==> config.mk <==
export PLATFORM = sky130hd
export DESIGN_NAME = apb_master
export DESIGN_NICKNAME = d
export VERILOG_FILES = /design/src/rtl/apb_pkg.sv /design/src/rtl/apb_master.sv
export SDC_FILE = /design/constraint.sdc
export NUM_CORES = 1
export LEC_CHECK = 0
export ABC_AREA = 1
export BUFFER_PORTS_ARGS = -buffer_cell sky130_fd_sc_hd__buf_4
export CAP_MARGIN = 30
export CELL_PAD_IN_SITES_DETAIL_PLACEMENT = 0
export CELL_PAD_IN_SITES_GLOBAL_PLACEMENT = 1
export CORE_MARGIN = 2
export CORE_UTILIZATION = 28
export CTS_BUF_LIST = sky130_fd_sc_hd__clkbuf_2
export CTS_CLUSTER_DIAMETER = 50
export DETAILED_ROUTE_END_ITERATION = 10
export PLACE_DENSITY = 0.79
export SLEW_MARGIN = 20
export SYNTH_ARGS = -nofsm -noshare
export SYNTH_HDL_FRONTEND = slang
export SYNTH_SLANG_ARGS = --single-unit
==> constraint.sdc <==
create_clock -name pclk -period 1.5 [get_ports pclk]
set_clock_uncertainty 0.15 [all_clocks]
set_input_delay 0.15 -clock pclk [delete_from_list [all_inputs] [get_ports pclk]]
set_output_delay 0.15 -clock pclk [all_outputs]
set_load 0.02 [all_outputs]
==> src/rtl/apb_pkg.sv <==
// Shared types and constants for the APB requester.
package apb_pkg;

  // Default bus widths used by the requester and its command/response records.
  localparam int APB_ADDR_W = 32;
  localparam int APB_DATA_W = 32;

  // Transfer phases. SETUP lasts exactly one cycle. ACCESS lasts until pready or a timeout.
  typedef enum logic [1:0] {
    IDLE   = 2'd0,
    SETUP  = 2'd1,
    ACCESS = 2'd2
  } apb_state_e;

  // One command as presented on the cmd_* stream (default-width configuration).
  typedef struct packed {
    logic                  write;
    logic [APB_ADDR_W-1:0] addr;
    logic [APB_DATA_W-1:0] wdata;
  } apb_cmd_t;

  // One response as returned on the rsp_* stream (default-width configuration).
  typedef struct packed {
    logic [APB_DATA_W-1:0] rdata;
    logic                  err;
  } apb_rsp_t;

endpackage

==> src/rtl/apb_master.sv <==
// APB requester: turns a valid/ready command stream into APB SETUP/ACCESS
// transfers and returns one registered response per command. A wait-state
// timeout forces an error completion so that a dead slave cannot hold the bus.
module apb_master
  import apb_pkg::*;
#(
  parameter int ADDR_W         = APB_ADDR_W,
  parameter int DATA_W         = APB_DATA_W,
  parameter int TIMEOUT_CYCLES = 16
) (
  input  logic              pclk,
  input  logic              preset_n,
  // command stream
  input  logic              cmd_valid,
  output logic              cmd_ready,
  input  logic              cmd_write,
  input  logic [ADDR_W-1:0] cmd_addr,
  input  logic [DATA_W-1:0] cmd_wdata,
  // response stream (no backpressure)
  output logic              rsp_valid,
  output logic [DATA_W-1:0] rsp_rdata,
  output logic              rsp_err,
  // APB requester side
  output logic              psel,
  output logic              penable,
  output logic              pwrite,
  output logic [ADDR_W-1:0] paddr,
  output logic [DATA_W-1:0] pwdata,
  input  logic [DATA_W-1:0] prdata,
  input  logic              pready,
  input  logic              pslverr
);

  // The counter only needs to reach TIMEOUT_CYCLES-1. It is kept at least 1 bit wide.
  localparam int CNT_W = (TIMEOUT_CYCLES > 2) ? $clog2(TIMEOUT_CYCLES) : 1;
  localparam bit TO_EN = (TIMEOUT_CYCLES != 0);
  localparam logic [CNT_W-1:0] TO_LAST =
    (TIMEOUT_CYCLES > 0) ? CNT_W'(TIMEOUT_CYCLES - 1) : '0;

  apb_state_e        r_state, w_state_next;
  logic              r_psel, w_psel_next;
  logic              r_penable, w_penable_next;
  logic              r_pwrite, w_pwrite_next;
  logic [ADDR_W-1:0] r_paddr, w_paddr_next;
  logic [DATA_W-1:0] r_pwdata, w_pwdata_next;
  logic              r_rsp_valid, w_rsp_valid_next;
  logic [DATA_W-1:0] r_rsp_rdata, w_rsp_rdata_next;
  logic              r_rsp_err, w_rsp_err_next;
  logic [CNT_W-1:0]  r_cnt, w_cnt_next;

  // Next-state and next-output decode for the transfer FSM.
  always_comb begin
    // NOTE: every signal driven here gets a default first, so no path can infer a latch.
    w_state_next     = r_state;
    w_psel_next      = r_psel;
    w_penable_next   = r_penable;
    w_pwrite_next    = r_pwrite;
    w_paddr_next     = r_paddr;
    w_pwdata_next    = r_pwdata;
    w_rsp_valid_next = 1'b0;
    w_rsp_rdata_next = r_rsp_rdata;
    w_rsp_err_next   = r_rsp_err;
    w_cnt_next       = r_cnt;

    case (r_state)
      IDLE: begin
        // cmd_ready is high in IDLE, so a valid command is accepted here.
        if (cmd_valid) begin
          w_state_next   = SETUP;
          w_psel_next    = 1'b1;
          w_penable_next = 1'b0;
          w_pwrite_next  = cmd_write;
          w_paddr_next   = cmd_addr;
          w_pwdata_next  = cmd_wdata;
          w_cnt_next     = '0;
        end
      end

      SETUP: begin
        w_state_next   = ACCESS;
        w_penable_next = 1'b1;
      end

      ACCESS: begin
        if (pready) begin
          // Normal completion. Writes return zero data.
          w_state_next     = IDLE;
          w_psel_next      = 1'b0;
          w_penable_next   = 1'b0;
          w_rsp_valid_next = 1'b1;
          w_rsp_rdata_next = r_pwrite ? '0 : prdata;
          w_rsp_err_next   = pslverr;
        end else if (TO_EN && (r_cnt == TO_LAST)) begin
          // The slave stalled for TIMEOUT_CYCLES access cycles. Abandon the transfer with an error.
          w_state_next     = IDLE;
          w_psel_next      = 1'b0;
          w_penable_next   = 1'b0;
          w_rsp_valid_next = 1'b1;
          w_rsp_rdata_next = '0;
          w_rsp_err_next   = 1'b1;
        end else begin
          w_cnt_next = r_cnt + CNT_W'(1);
        end
      end

      default: begin
        w_state_next   = IDLE;
        w_psel_next    = 1'b0;
        w_penable_next = 1'b0;
      end
    endcase
  end

  // State and output registers with synchronous active-low reset.
  always_ff @(posedge pclk) begin
    // NOTE: sequential state uses non-blocking assignments, so all registers update together at the edge.
    if (!preset_n) begin
      r_state     <= IDLE;
      r_psel      <= 1'b0;
      r_penable   <= 1'b0;
      r_pwrite    <= 1'b0;
      r_paddr     <= '0;
      r_pwdata    <= '0;
      r_rsp_valid <= 1'b0;
      r_rsp_rdata <= '0;
      r_rsp_err   <= 1'b0;
      r_cnt       <= '0;
    end else begin
      r_state     <= w_state_next;
      r_psel      <= w_psel_next;
      r_penable   <= w_penable_next;
      r_pwrite    <= w_pwrite_next;
      r_paddr     <= w_paddr_next;
      r_pwdata    <= w_pwdata_next;
      r_rsp_valid <= w_rsp_valid_next;
      r_rsp_rdata <= w_rsp_rdata_next;
      r_rsp_err   <= w_rsp_err_next;
      r_cnt       <= w_cnt_next;
    end
  end

  assign cmd_ready = (r_state == IDLE);
  assign psel      = r_psel;
  assign penable   = r_penable;
  assign pwrite    = r_pwrite;
  assign paddr     = r_paddr;
  assign pwdata    = r_pwdata;
  assign rsp_valid = r_rsp_valid;
  assign rsp_rdata = r_rsp_rdata;
  assign rsp_err   = r_rsp_err;

endmodule

==> flow_metrics.tcl <==
set metrics [dict create \
    violations "negative setup slack" \
    ys_seq_area_frac 0.563 \
    dpl.hpwl_mm 7.78 \
    worstSetupEndpointType "register" \
    first_iter_violations 272 \
    reg2reg_from "r_state[1]" \
    cts_tree "yes" \
    leakage_nw 3.39 \
    hold_viol_final 0 \
    synth_top_cell_by_area "dfxtp_1" \
    cp_max_fo 8 \
    grt_start_max_net_pins 45 \
    syn_area_per_cell_um2 7.82 \
    initial_core_util 0.286 \
    cts.clk_slew.worst_paths_ns 0.29 \
    area_growth_pct 102 \
    drive_gt1_frac 0.511 \
    synth_edf_count 0 \
    rsz0062_at_grt "true" \
    synthSimpleGateAreaFrac 0.235 \
    grt_antenna_before_repair 0 \
    cts_buffers 9 \
    syn_area_um2 3770 \
    status "complete, but fails checks" \
    num_antenna_cells 0 \
    synth_mux_area_frac 0 \
    grt_pass1_wl_mm 21.1 \
    period_needed_ns 1.60 \
    max-vdd-ir-drop_uv 529 \
    finalSetupViolations 33 \
    worstPathCellList "buf_6 -> inv_4 -> nor2_4 -> nand2_2 -> nor2_4 -> buf_6 -> buf_12 -> nand2_4 -> a21oi_2" \
    synth_top_area_frac 0.563 \
    worst_slack_ns -0.0973 \
    synth_compound_area_frac 0.138 \
    dp_cells 844 \
    coreArea_um2 13200 \
    overflow 0 \
    final_antenna_net_count 0 \
    async_flop_share 0 \
    route.detailed.drc 0 \
    port_buffers 203 \
    required_ns 1.91 \
    r2r_end "rsp_rdata[19]" \
    ys_ff_latch 106 \
    place_congestion 0.793 \
    synth_area_leaders "dfxtp_1 56%, nor2_1 14%, o21ai_0 8.5%" \
    synthFlopType "dfxtp_1" \
    worst-path-stages 9 \
    max_slew_margin 0.743 \
    r2r_setup_slack_ns -0.1 \
    nets 906 \
    die_x_um 120 \
    crit_buf_inv 4 \
    die-area_um2 14400 \
    clock-sinks 106 \
    cts_buffer_depth 2 \
    chipHeight_um 120 \
    powerDensity_nw_per_um2 804 \
    synth_nets 585 \
    slowest_stage "dfxtp_2" \
    first_global_vias 4441 \
    critPathArrivalTime_ns 2.00 \
    synthXorXnorAreaFrac 0 \
    vias_per_cell 4.56 \
    io_pins 204 \
    root_buffer "clkbuf_2" \
    crit_path_end "rsp_rdata[19]" \
    ys_types 20 \
    htree_levels 3 \
    cpLargestDelayFamily "buffers and inverters" \
    synth_top_family_by_area "simple AND/OR/NAND/NOR gates" \
    dp_worst_setup_slack_ns -0.00234 \
    vias 4483 \
    power_mw 6.12 \
    drv_slew 0 \
    worst_slew_pin_slew_ns 0.385 \
    max-cap-violations 0 \
    synthAdderAreaFrac 0.00332 \
    max_freq_mhz 626 \
    setup.worst_path.start "r_state[1]" \
    hp-class "input port to register" \
    reg2reg_depth 9 \
    syn_inst 482 \
    dr.pass1.iters 4 \
    grt_use_total 0.183 \
    wl_per_cell_um 14.4 \
    wl_mm 14.2 \
    rows 42 \
    clock_latency_ns 0.60 \
    max_stage_delay_ns 0.43 \
    critPathKind "register to register" \
    yosys_warnings 0 \
    period_share 1.06 \
    stdcell_count 983 \
    crit_path_start_kind "register" \
]
==> kinds of logic after synthesis <==
logic type      count (synthesis)
flops                         106
compound gates                104
fa+ha+maj                       1
simple gates                  228
buf+inv                        43
==> through the flow <==
step                utilization  instance area, um^2  setup TNS, ns  hold slack, ns
detailed placement        0.416                 5490       -0.00234           0.249
CTS                       0.546                 7210          -1.31          0.0830
global placement          0.416                 5490              0           0.236
finish                    0.578                 7620          -2.00           0.157
global route              0.578                 7620          -5.33          0.0921
floorplan                     -                 3770              0           0.143
==> synth_stat cells (2+ instances only) <==
library cell and count:
nand3_1 7, o21ai_0 64, nand2_1 80, a21oi_1 37, nor2_1 136, buf_6 5
nor2_4 2, clkbuf_1 15, dfxtp_1 106, buf_2 6, buf_4 3, o21ai_1 3
inv_1 11
==> placed cells by master, fill, tap and decap left out, types with 2 or more instances in the layout <==
master,n
nor2_4,4
inv_1,10
dfxtp_1,4
buf_6,81
nand3_4,2
nand2_2,9
nand2_4,14
nor2_1,135
a21oi_2,23
o21ai_0,57
nand2_1,58
nand3_1,5
dlygate4sd3_1,101
clkinv_4,3
a21oi_1,13
buf_16,4
buf_4,147
clkbuf_2,10
o21ai_1,10
dfxtp_2,101
buf_12,6
==> cell type report <==
class,count,area (um^2)
fill,1084,5570
sequential,106,2250
tap,176,220
timing repair buffer,341,3300
clock inverter,5,56.3
clock buffer,10,50.0
inverter,12,52.6
multi-input combinational,333,1690
==> flip-flops by register name, summed over array words and instances, names as in the netlist <==
signal,cells
paddr,32
psel,1
pwdata,32
pwrite,1
r_cnt,4
r_state,2
rsp_err,1
rsp_rdata,32
rsp_valid,1
==> worst register-to-register path: cells and delay by family, from the launching register on <==
family / cells / cell delay (ns)
buf+inv: 4 / 0.43
flops: 1 / 0.43
simple gates: 4 / 0.40
compound gates: 1 / 0.14
==> how the worst min path moves through the flow <==
stage                 startpoint       endpoint  slack (ns)  cells after the start
CTS                   prdata[18]  rsp_rdata[18]        0.08                      4
global route           prdata[8]   rsp_rdata[8]        0.09                      4
floorplan              prdata[0]   rsp_rdata[0]        0.14                      2
finish                 prdata[5]   rsp_rdata[5]        0.16                      4
global placement    cmd_wdata[2]      pwdata[2]        0.24                      3
detailed placement  cmd_wdata[2]      pwdata[2]        0.25                      3
==> per-layer routing <==
metal | GRT usage | part of all wire
met2 | 0.314 | 0.51
met5 | 0 | 0
met4 | 0.101 | 0.033
met3 | 0.0490 | 0.060
met1 | 0.206 | 0.39
==> timing repair <==
item | 4_1_cts | 5_1_grt
hold buffers | 101 | 0
buffers inserted | 12 | 7
pin swaps | 4 | 21
hold endpoints to repair | 106 | 0
gates resized for setup | 146 | 126
endpoints found under the setup margin | 103 | 175
cloned | 5 | 1
==> report_power, final <==
| group | switching [mW] | internal [mW] |
|---|---|---|
| registers | 0.119 | 3.04 |
| clock network | 0.953 | 0.381 |
| logic | 0.768 | 0.866 |
(Power assumes the default switching activity.)
